### src/rtl/corelet_pkg.sv
// Shared definitions for the corelet instruction sequencer: inst bit positions,
// counter slot indices and the sequencer state encoding.
package corelet_pkg;
    localparam int INST_W        = 34;
    localparam int INST_LOAD     = 0;
    localparam int INST_EXECUTE  = 1;
    localparam int INST_L0_WR    = 2;
    localparam int INST_L0_RD    = 3;
    localparam int INST_IFIFO_RD = 4;
    localparam int INST_IFIFO_WR = 5;
    localparam int INST_OFIFO_RD = 6;
    localparam int INST_SFP_CLR  = 32;
    localparam int INST_ACC      = 33;

    localparam int CNT_IDX = 0;
    localparam int CNT_K   = 1;
    localparam int CNT_O   = 2;
    localparam int N_CNT   = 3;

    typedef enum logic [3:0] {
        ST_IDLE,
        ST_W_FILL,
        ST_W_LOAD,
        ST_A_FILL,
        ST_A_EXEC,
        ST_DRAIN_WAIT,
        ST_O_READ,
        ST_ACC,
        ST_DONE
    } state_t;
endpackage

### src/rtl/corelet_ctrl_seq_counter.sv
// Loadable up-counter with a terminal-count flag; exposes its next value so the
// owner can compute registered outputs that line up with the new count.
module seq_counter #(
    parameter int W = 11
) (
    input  logic         clk,
    input  logic         srst,
    input  logic         load,
    input  logic [W-1:0] load_val,
    input  logic         inc,
    input  logic [W-1:0] term_val,
    output logic [W-1:0] count,
    output logic [W-1:0] count_next,
    output logic         at_term
);
    logic [W-1:0] count_reg;

    always_comb begin
        count_next = count_reg;
        if (load)
            count_next = load_val;
        else if (inc)
            count_next = count_reg + W'(1);
    end

    always_ff @(posedge clk) begin
        if (srst)
            count_reg <= '0;
        else
            count_reg <= count_next;
    end

    assign count   = count_reg;
    assign at_term = (count_reg == term_val);
endmodule

### src/rtl/corelet_ctrl.sv
// Sequencer for one convolution layer: weight fill/load, activation fill/execute,
// output drain into pmem per kernel position, then the SFP accumulation pass.
module corelet_ctrl
    import corelet_pkg::*;
#(
    parameter int row      = 8,
    parameter int col      = 8,
    parameter int cnt_bw   = 11,
    parameter int pipe_lat = 16
) (
    input  logic              clk,
    input  logic              reset,
    input  logic              start,
    input  logic [3:0]        len_kij,
    input  logic [cnt_bw-1:0] len_nij,
    input  logic [cnt_bw-1:0] len_onij,
    input  logic [cnt_bw-1:0] w_base,
    output logic [INST_W-1:0] inst,
    output logic              xmem_ren,
    output logic [cnt_bw-1:0] xmem_addr,
    output logic              pmem_wen,
    output logic [cnt_bw-1:0] pmem_waddr,
    output logic              pmem_ren,
    output logic [cnt_bw-1:0] pmem_raddr,
    output logic              res_valid,
    output logic [cnt_bw-1:0] res_idx,
    output logic              busy,
    output logic              done
);
    localparam int CW = cnt_bw;

    if (row < 1 || col < 1 || pipe_lat < 1) begin : g_param_check
        $error("corelet_ctrl: row, col and pipe_lat must all be at least 1");
    end

    state_t        state_reg, state_next;
    logic [3:0]    kij_reg, kij_next;
    logic [CW-1:0] nij_reg, nij_next, onij_reg, onij_next, wb_reg, wb_next;

    logic          cnt_load    [N_CNT];
    logic          cnt_inc     [N_CNT];
    logic [CW-1:0] cnt_term    [N_CNT];
    logic [CW-1:0] cnt_val     [N_CNT];
    logic [CW-1:0] cnt_nxt     [N_CNT];
    logic          cnt_at_term [N_CNT];

    for (genvar gi = 0; gi < N_CNT; gi++) begin : g_cnt
        seq_counter #(.W(CW)) u_cnt (
            .clk       (clk),
            .srst      (reset),
            .load      (cnt_load[gi]),
            .load_val  ('0),
            .inc       (cnt_inc[gi]),
            .term_val  (cnt_term[gi]),
            .count     (cnt_val[gi]),
            .count_next(cnt_nxt[gi]),
            .at_term   (cnt_at_term[gi])
        );
    end

    logic          load_reg, execute_reg, l0_wr_reg, l0_rd_reg, ofifo_rd_reg, sfp_clr_reg, acc_reg;
    logic          load_next, execute_next, l0_rd_next, ofifo_rd_next, sfp_clr_next;
    logic          xmem_ren_reg, xmem_ren_next, pmem_ren_reg, pmem_ren_next;
    logic [CW-1:0] xmem_addr_reg, xmem_addr_next, pmem_raddr_reg, pmem_raddr_next;
    logic          pmem_wen_reg, res_valid_reg, busy_reg, done_reg;
    logic [CW-1:0] pmem_waddr_reg, res_idx_reg;

    // Word-index terminal value: phases with a read-latency tail run one extra step.
    always_comb begin
        cnt_term[CNT_IDX] = '0;
        case (state_reg)
            ST_W_FILL:     cnt_term[CNT_IDX] = CW'(col);
            ST_W_LOAD:     cnt_term[CNT_IDX] = CW'(col - 1);
            ST_A_FILL:     cnt_term[CNT_IDX] = nij_reg;
            ST_A_EXEC:     cnt_term[CNT_IDX] = nij_reg - CW'(1);
            ST_DRAIN_WAIT: cnt_term[CNT_IDX] = CW'(pipe_lat - 1);
            ST_O_READ:     cnt_term[CNT_IDX] = nij_reg;
            ST_ACC:        cnt_term[CNT_IDX] = CW'(kij_reg) + CW'(1);
            default:       cnt_term[CNT_IDX] = '0;
        endcase
        cnt_term[CNT_K] = CW'(kij_reg) - CW'(1);
        cnt_term[CNT_O] = onij_reg - CW'(1);
    end

    always_comb begin
        state_next = state_reg;
        kij_next   = kij_reg;
        nij_next   = nij_reg;
        onij_next  = onij_reg;
        wb_next    = wb_reg;
        for (int i = 0; i < N_CNT; i++) begin
            cnt_load[i] = 1'b0;
            cnt_inc[i]  = 1'b0;
        end
        case (state_reg)
            ST_IDLE: begin
                if (start) begin
                    state_next = ST_W_FILL;
                    kij_next   = len_kij;
                    nij_next   = len_nij;
                    onij_next  = len_onij;
                    wb_next    = w_base;
                    for (int i = 0; i < N_CNT; i++)
                        cnt_load[i] = 1'b1;
                end
            end
            ST_DONE: state_next = ST_IDLE;
            default: begin
                if (!cnt_at_term[CNT_IDX]) begin
                    cnt_inc[CNT_IDX] = 1'b1;
                end else begin
                    cnt_load[CNT_IDX] = 1'b1;
                    case (state_reg)
                        ST_W_FILL:     state_next = ST_W_LOAD;
                        ST_W_LOAD:     state_next = ST_A_FILL;
                        ST_A_FILL:     state_next = ST_A_EXEC;
                        ST_A_EXEC:     state_next = ST_DRAIN_WAIT;
                        ST_DRAIN_WAIT: state_next = ST_O_READ;
                        ST_O_READ: begin
                            if (cnt_at_term[CNT_K]) begin
                                state_next     = ST_ACC;
                                cnt_load[CNT_O] = 1'b1;
                            end else begin
                                state_next     = ST_W_FILL;
                                cnt_inc[CNT_K] = 1'b1;
                            end
                        end
                        ST_ACC: begin
                            if (cnt_at_term[CNT_O])
                                state_next = ST_DONE;
                            else
                                cnt_inc[CNT_O] = 1'b1;
                        end
                        default: state_next = ST_IDLE;
                    endcase
                end
            end
        endcase
    end

    // Leading strobes are decoded from the upcoming state/counters so they are
    // registered in step with the state; trailing strobes are delayed copies.
    always_comb begin
        xmem_ren_next   = 1'b0;
        xmem_addr_next  = xmem_addr_reg;
        load_next       = 1'b0;
        execute_next    = 1'b0;
        l0_rd_next      = 1'b0;
        ofifo_rd_next   = 1'b0;
        sfp_clr_next    = 1'b0;
        pmem_ren_next   = 1'b0;
        pmem_raddr_next = pmem_raddr_reg;
        case (state_next)
            ST_W_FILL: begin
                if (cnt_nxt[CNT_IDX] < CW'(col)) begin
                    xmem_ren_next  = 1'b1;
                    xmem_addr_next = wb_next + cnt_nxt[CNT_K] * CW'(col) + cnt_nxt[CNT_IDX];
                end
            end
            ST_W_LOAD: begin
                load_next  = 1'b1;
                l0_rd_next = 1'b1;
            end
            ST_A_FILL: begin
                if (cnt_nxt[CNT_IDX] < nij_next) begin
                    xmem_ren_next  = 1'b1;
                    xmem_addr_next = cnt_nxt[CNT_K] * nij_next + cnt_nxt[CNT_IDX];
                end
            end
            ST_A_EXEC: begin
                execute_next = 1'b1;
                l0_rd_next   = 1'b1;
            end
            ST_O_READ: ofifo_rd_next = (cnt_nxt[CNT_IDX] < nij_next);
            ST_ACC: begin
                if (cnt_nxt[CNT_IDX] == '0) begin
                    sfp_clr_next = 1'b1;
                end else if (cnt_nxt[CNT_IDX] <= CW'(kij_next)) begin
                    pmem_ren_next   = 1'b1;
                    pmem_raddr_next = (cnt_nxt[CNT_IDX] - CW'(1)) * nij_next + cnt_nxt[CNT_O];
                end
            end
            default: ;
        endcase
    end

    always_ff @(posedge clk) begin
        if (reset) begin
            state_reg      <= ST_IDLE;
            kij_reg        <= '0;
            nij_reg        <= '0;
            onij_reg       <= '0;
            wb_reg         <= '0;
            xmem_ren_reg   <= 1'b0;
            xmem_addr_reg  <= '0;
            load_reg       <= 1'b0;
            execute_reg    <= 1'b0;
            l0_wr_reg      <= 1'b0;
            l0_rd_reg      <= 1'b0;
            ofifo_rd_reg   <= 1'b0;
            sfp_clr_reg    <= 1'b0;
            acc_reg        <= 1'b0;
            pmem_ren_reg   <= 1'b0;
            pmem_raddr_reg <= '0;
            pmem_wen_reg   <= 1'b0;
            pmem_waddr_reg <= '0;
            res_valid_reg  <= 1'b0;
            res_idx_reg    <= '0;
            busy_reg       <= 1'b0;
            done_reg       <= 1'b0;
        end else begin
            state_reg      <= state_next;
            kij_reg        <= kij_next;
            nij_reg        <= nij_next;
            onij_reg       <= onij_next;
            wb_reg         <= wb_next;
            xmem_ren_reg   <= xmem_ren_next;
            xmem_addr_reg  <= xmem_addr_next;
            load_reg       <= load_next;
            execute_reg    <= execute_next;
            l0_rd_reg      <= l0_rd_next;
            ofifo_rd_reg   <= ofifo_rd_next;
            sfp_clr_reg    <= sfp_clr_next;
            pmem_ren_reg   <= pmem_ren_next;
            pmem_raddr_reg <= pmem_raddr_next;
            l0_wr_reg      <= xmem_ren_reg;
            acc_reg        <= pmem_ren_reg;
            pmem_wen_reg   <= ofifo_rd_reg;
            if (ofifo_rd_reg)
                pmem_waddr_reg <= cnt_val[CNT_K] * nij_reg + cnt_val[CNT_IDX];
            // The ACC tail step carries the last acc of this pixel.
            res_valid_reg  <= (state_reg == ST_ACC) && cnt_at_term[CNT_IDX];
            if ((state_reg == ST_ACC) && cnt_at_term[CNT_IDX])
                res_idx_reg <= cnt_val[CNT_O];
            busy_reg       <= (state_next != ST_IDLE);
            done_reg       <= (state_reg == ST_DONE);
        end
    end

    always_comb begin
        inst                = '0;
        inst[INST_LOAD]     = load_reg;
        inst[INST_EXECUTE]  = execute_reg;
        inst[INST_L0_WR]    = l0_wr_reg;
        inst[INST_L0_RD]    = l0_rd_reg;
        inst[INST_OFIFO_RD] = ofifo_rd_reg;
        inst[INST_SFP_CLR]  = sfp_clr_reg;
        inst[INST_ACC]      = acc_reg;
    end

    assign xmem_ren   = xmem_ren_reg;
    assign xmem_addr  = xmem_addr_reg;
    assign pmem_wen   = pmem_wen_reg;
    assign pmem_waddr = pmem_waddr_reg;
    assign pmem_ren   = pmem_ren_reg;
    assign pmem_raddr = pmem_raddr_reg;
    assign res_valid  = res_valid_reg;
    assign res_idx    = res_idx_reg;
    assign busy       = busy_reg;
    assign done       = done_reg;
endmodule

### config.mk
export PLATFORM = sky130hd
export DESIGN_NAME = corelet_ctrl
export DESIGN_NICKNAME = d
export VERILOG_FILES = /design/src/rtl/corelet_pkg.sv /design/src/rtl/corelet_ctrl_seq_counter.sv /design/src/rtl/corelet_ctrl.sv
export SDC_FILE = /design/constraint.sdc
export NUM_CORES = 1
export LEC_CHECK = 0
export ABC_AREA = 1
export BUFFER_PORTS_ARGS = -buffer_cell sky130_fd_sc_hd__buf_2
export CORE_UTILIZATION = 55
export DETAILED_ROUTE_END_ITERATION = 7
export PLACE_DENSITY = 0.7
export SYNTH_ARGS = -nofsm -noshare
export SYNTH_HDL_FRONTEND = slang
export SYNTH_SLANG_ARGS = --single-unit
### constraint.sdc
create_clock -name clk -period 12.94 [get_ports clk]
set_input_delay 1.941 -clock clk [delete_from_list [all_inputs] [get_ports clk]]
set_output_delay 1.941 -clock clk [all_outputs]
set_load 0.05 [all_outputs]
After elaboration in Yosys (flattened, before gate mapping)
Cells that the tools add are included.
{"block": "totals", "reg_bits": 131, "elab_cells": 125, "input_bits": 40, "out_inout_bits": 84}
{"block": "op_classes", "n_mux": 45, "mul": 3, "addsub": 13, "reduce_logical": 14, "eq_ne": 19, "n_lt_le_gt_ge": 3, "bitwise": 3}
{"operator": "$mux 11", "count": 12}
{"operator": "$pmux 11 s6", "count": 1}
{"operator": "$add 11x11->11", "count": 5}
{"operator": "$add 11x1->11 const B", "count": 3}
{"operator": "$eq 11x11->1", "count": 3}
{"operator": "$mul 11x11->11", "count": 3}
{"operator": "$sub 11x1->11 const B", "count": 3}
{"operator": "$eq 4x3->1 const B", "count": 7}
{"operator": "$pmux 4 s7", "count": 1}
{"operator": "$pmux 11 s2", "count": 1}
{"operator": "$mux 4", "count": 5}
{"operator": "$mux 1", "count": 17}
{"operator": "$eq 4x2->1 const B", "count": 4}
{"operator": "$le 11x4->1", "count": 1}
{"operator": "$logic_not 11->1", "count": 1}
{"operator": "$lt 11x11->1", "count": 1}
{"operator": "$lt 11x4->1 const B", "count": 1}
{"operator": "$reduce_or 2->1", "count": 5}
{"operator": "$mux 3", "count": 3}
{"operator": "$eq 4x1->1 const B", "count": 2}
{"operator": "$pmux 4 s2", "count": 1}
{"operator": "$pmux 1 s2", "count": 3}
{"operator": "$reduce_and 3->1", "count": 2}
{"operator": "$add 4x1->5 const B", "count": 1}
{"operator": "11 further kinds", "count": 14}

Depth between registers and ports, before layout
{"block": "depth", "depth_word": 12, "mapped_depth": 54, "depth_no_buf": 52}

Modules after synthesis
Synthesis repeated with hierarchy kept, for this count alone.
{"block": "hier_totals", "cells_unflattened": 2086, "hier_area_um2": 14861.8}
{"mod": "corelet_ctrl", "seq_area_each_um2": 1961.9, "instances": 1, "cells_per_inst": 1703, "area_each_um2": 12316.8}
{"mod": "seq_counter (g_cnt[0].u_cnt ...)", "seq_area_each_um2": 220.2, "instances": 2, "cells_per_inst": 129, "area_each_um2": 829.5}
{"mod": "seq_counter (g_cnt[2].u_cnt)", "seq_area_each_um2": 220.2, "instances": 1, "cells_per_inst": 125, "area_each_um2": 885.8}

Least setup slack after synthesis
Ideal clock, no wire load.
{"block": "synth_timing", "kind": "input-to-reg", "start": "in start", "end": "reg pmem_raddr_reg[10], in the netlist pmem_raddr[10]", "arrival_time_ns": 7.426, "setup_ns": 0.122, "path_stages": 38, "path_slack_ns": 5.392, "n_path_buf": 1, "required_time_ns": 12.818, "path_cell_list": "nand2_1 > nand2_1 > inv_1 > nand2_1 > nand2_1 > buf_2 > inv_1 > ha_1 > inv_1 > nand4_1 > nand2_2 > inv_1 > nor2_1 > fa_1 > ha_1 > fa_1 > inv_1 > fa_1 > [... 2 more ...] > ha_1 > a21oi_1 > inv_1 > a21oi_1 > nor2_1 > o21a_1 > nor2_1 > inv_1 > nand4_1 > nand2_1 > inv_1 > nand2_1 > nand2_1 > nand2_1 > nand2_1 > nand3_1 > nand2_1 > a21oi_2"}
{"element": "start: declaration", "line": "corelet_ctrl.sv:13", "source": "input logic start,"}
{"element": "end signal: assignment", "line": "corelet_ctrl.sv:225", "source": "pmem_raddr_reg <= pmem_raddr_next;"}
{"element": "end: declaration", "line": "corelet_ctrl.sv:64", "source": "logic [CW-1:0] xmem_addr_reg, xmem_addr_next, pmem_raddr_reg, pmem_raddr_next;"}

Worst setup path in the final report
{"block": "layout_timing", "start": "reg nij_reg[1]", "end": "reg xmem_addr_reg[10], in the netlist xmem_addr[10]"}
{"block": "layout_via", "elab_chain_len": 11, "word_cells_on_any_way": 31, "classes_between": "add/sub (4); mul (1); order compare (2); eq/ne (5); mux (17); reduce/logical (2)"}
{"element": "start: declaration", "line": "corelet_ctrl.sv:38", "source": "logic [CW-1:0] nij_reg, nij_next, onij_reg, onij_next, wb_reg, wb_next;"}
{"element": "start signal: assignment", "line": "corelet_ctrl.sv:214", "source": "nij_reg <= nij_next;"}
{"element": "$sub 11x1->11", "line": "corelet_ctrl.sv:75", "source": "ST_A_EXEC: cnt_term[CNT_IDX] = nij_reg - CW'(1);"}
{"element": "$pmux 11 s6", "line": "corelet_ctrl.sv:71", "source": "case (state_reg)"}
{"element": "$eq 11x11->1", "line": "corelet_ctrl_seq_counter.sv:34", "source": "assign at_term = (count_reg == term_val);"}
{"element": "$mux 2", "line": "corelet_ctrl.sv:109", "source": "if (!cnt_at_term[CNT_IDX]) begin"}
{"element": "$mux 3", "line": "corelet_ctrl.sv:95", "source": "case (state_reg)"}
{"element": "$mux 11", "line": "corelet_ctrl_seq_counter.sv:22", "source": "else if (inc)"}
{"element": "$mux 11", "line": "corelet_ctrl_seq_counter.sv:20", "source": "if (load)"}
{"element": "$mul 11x11->11 or $add 11x11->11 (tied branches)", "line": "corelet_ctrl.sv:167, corelet_ctrl.sv:157"}
{"element": "$add 11x11->11 (on tied branches)", "line": "corelet_ctrl.sv:167, corelet_ctrl.sv:157"}
{"element": "$mux 11 (on tied branches)", "line": "corelet_ctrl.sv:165, corelet_ctrl.sv:155"}
{"element": "$pmux 11 s2", "line": "corelet_ctrl.sv:153", "source": "case (state_next)"}
{"element": "end signal: assignment", "line": "corelet_ctrl.sv:218", "source": "xmem_addr_reg <= xmem_addr_next;"}
{"element": "end: declaration", "line": "corelet_ctrl.sv:64"}
Parallel ways exist; a longest one is shown, timed or not. The select of a mux whose other input is x is not followed.
A chain may end at the register's enable or synchronous reset.

==> impl_metrics.csv <==
group,metric,value,unit
synth,yosysWarnings,0,
routing,dr.max_layer_used,"met4",
routing,vias,13100,
critical_path,end_kind,"flop",
cells_and_area,ff_latch_area,2620,µm²
hold_path,worstHoldStart,"pmem_ren$_SDFF_PP0_",
routing,drt-pass1-iter-count,6,
critical_path,cp-start-kind,"flop",
critical_path,critical-path-slowest-cell,"dfxtp_1",
clocking,post-cts-setup-buffer-count,0,
synth,ys_seq_elements,131,
job,cap_violations,0,
sta,skew,17.0,ps
cells_and_area,multi_input_area,9970,µm²
grt,antenna_found_initial,0,
synth,synthMuxAreaShare,0.553,%
sta,hold_violations,0,
synth,synth-edff-count,0,
sta,max_freq,121,MHz
synth,avgSynthCellArea,7.11,µm²
clocking,cts_max_level,4,
cells_and_area,fin_nets,2380,
synth,synthXorXnorAreaFrac,6.02,%
critical_path,max_stage_delay,730,ps
placed_design,gp_congestion,0.972,
routing,wl_met2,18900,µm
synth,async_flop_share,0,%
critical_path,crit_start,"nij_reg[1]$_SDFF_PP0_",
routing,wl_per_cell,16.5,µm
clocking,cts_buffers,17,
sta,slew_headroom,30.0,%
placed_design,dp_hpwl,31500,µm
sta,worst_slew_pin_slew,1050,ps
clocking,cts_tree,"yes",
floorplanning,rows,59,
sta,rsz0062_at_grt,"false",
critical_path,required,13270,ps
floorplanning,io_pins,124,
routing,route.met3.wl,2620,µm
clocking,cts_root_buf,"clkbuf_16",
critical_path,reg2reg_from,"nij_reg[1]$_SDFF_PP0_",
cells_and_area,diodes,0,
routing,via_per_inst,5.37,
sta,layout_min_cycle_time,8300,ps
grt,grt_pass1_wl,64600,µm
cells_and_area,drive_gt1_share,9.73,%
clocking,clock_latency,440,ps
critical_path,crit_fanout,19,
synth,synth.distinct_cells,56,
routing,antenna_left,0,
critical_path,worstPathArrival,8630,ps
floorplanning,design.die.area,27000,µm²
sta,setup_tns,0,ps
floorplanning,core_area,26000,µm²
grt,grt_max_degree,82,
clocking,clock_path_buffers,2,
sta,setup_viol,0,
clocking,cts_hold_buf,0,
clocking,clk_pin_slew,70,ps
routing,routed_wl,40300,µm
grt,grt_pass1_vias,12700,
routing,drc_errors,0,
synth,syn_inst,2038,
routing,drt-initial-drc-count,968,
floorplanning,die_y,164,µm
synth,yosys.area_share.simple,26.8,%
outcome,status,"complete, no violations",
hold_path,hold_path_class,"flop to flop",
grt,grt.overflow.total,0,
clocking,cts.sinks,131,
sta,fin_crit_sh,64.1,%
clocking,cts.repair.resized,0,
floorplanning,start_util,55.8,%
synth,synth_area,14500,µm²
sta,slew_viol_final,0,
synth,yosysSeqAreaShare,18.1,%
placed_design,portBuffers,96,
grt,grtUsageTotal,31.1,%
synth,synth_compound_gate_area_share,7.07,%
critical_path,critPathKind,"flop to flop",
routing,wl_met1,17200,µm
synth,synth_flop_cell,"dfxtp_1",
floorplanning,die_w,164,µm
cells_and_area,syn_to_final_growth,7.81,%
synth,synth_top_family_by_area,"adder cells",
cells_and_area,largest_reg_flops,33,
cells_and_area,fillers,2530,
critical_path,crit_top_cell,"nand2_1",
synth,synth_fa_ha_area_share,27.7,%
==> placed cells by master (no fill, tap or decap), types with 5 or more instances in the layout <==
cell type  synthesis  final
nor4_1             5      5
o21ai_0           61     61
buf_4             35     11
dfxtp_1          131    131
nor2_1           197    197
a211oi_1           5      5
nand3_2            9      9
inv_1            374    374
clkbuf_16          0     17
xnor2_1           33     33
nand2_2           14     15
nand3b_1           6      6
nor2_4             7      7
inv_2             13     13
o21ai_1           16     16
nor2_2             9      9
mux2i_1            8      8
nand4_1           35     35
ha_1             121    121
fa_1             125    125
xor2_1            62     62
a21oi_1           76     76
nor3_1            22     22
buf_2             12     95
nand3_1          115    115
conb_1             1     27
nand2_1          447    446
clkinv_4           0      5
==> kinds of logic (layout without fill, tap and decap cells) <==
family | Yosys count | count (layout)
compound gates | 186 | 186
buf+inv | 486 | 528
xor+xnor | 97 | 97
other cells | 1 | 27
simple gates | 883 | 883
flops | 131 | 131
mux | 8 | 8
fa+ha+maj | 246 | 246
==> cell usage after synthesis, types with 12 or more instances <==
master    number  area share, %
nand3_1      115            4.0
clkbuf_1      43            1.1
o21ai_1       16           0.55
dfxtp_1      131             18
nand2_1      447             12
ha_1         121             10
a21oi_1       76            2.6
inv_1        374            9.7
nand2_2       14           0.60
xnor2_1       33            2.0
inv_2         13           0.34
o21ai_0       61            2.1
nor2_1       197            5.1
xor2_1        62            3.7
nand4_1       35            1.5
fa_1         125             17
buf_2         12           0.41
buf_4         35            1.8
nor3_1        22           0.76
==> through the flow <==
stage	hold slack, ps	utilization, %	std cells	cell area [µm²]	worst slack (ps)
4_1_cts	419	60.1	2441	15600	4780
6_report	418	60.1	2441	15600	4640
3_5_place_dp	409	57.9	2410	15000	4480
3_3_place_gp	403	57.9	2410	15000	4610
5_1_grt	455	60.1	2441	15600	3930
2_1_floorplan	444	-	2064	14600	5390
==> worst paths after layout <==
path	depth (start not counted)	to	slack (ps)
hold / removal	2	acc_reg$_SDFF_PP0_	420
setup reg to reg	48	xmem_addr[10]$_SDFFE_PP0P_	4640
hold reg to reg	2	acc_reg$_SDFF_PP0_	420
setup / recovery	48	xmem_addr[10]$_SDFFE_PP0P_	4640
==> layout make-up <==
cell class / instances / area share, %
Clock buffer: 18 / 2.75
Clock inverter: 13 / 0.969
Inverter: 391 / 9.40
Multi-Input combinational cell: 1447 / 63.8
Sequential cell: 131 / 16.8
Tap cell: 335 / 2.68
Timing Repair Buffer: 106 / 3.57
==> worst max-delay path, delay by kind of cell (launching register included) <==
family | cells | cell delay (ps)
buffers and inverters | 9 | 820
AOI/OAI and AO/OA | 2 | 390
xor gates and xnor gates | 2 | 340
and+or+nand+nor | 28 | 3280
adders and majority gates | 7 | 2650
DFF | 1 | 730
==> metal layers <==
metal	vias to the layer above	GRT usage, %
met3	102	4.52
met4	0	13.5
met5	-	0
li1	6347	-
met2	467	51.3
met1	6188	40.4
Power is not shown: default switching activity piles up to over one toggle a cycle in this logic, so the estimate is an artifact.
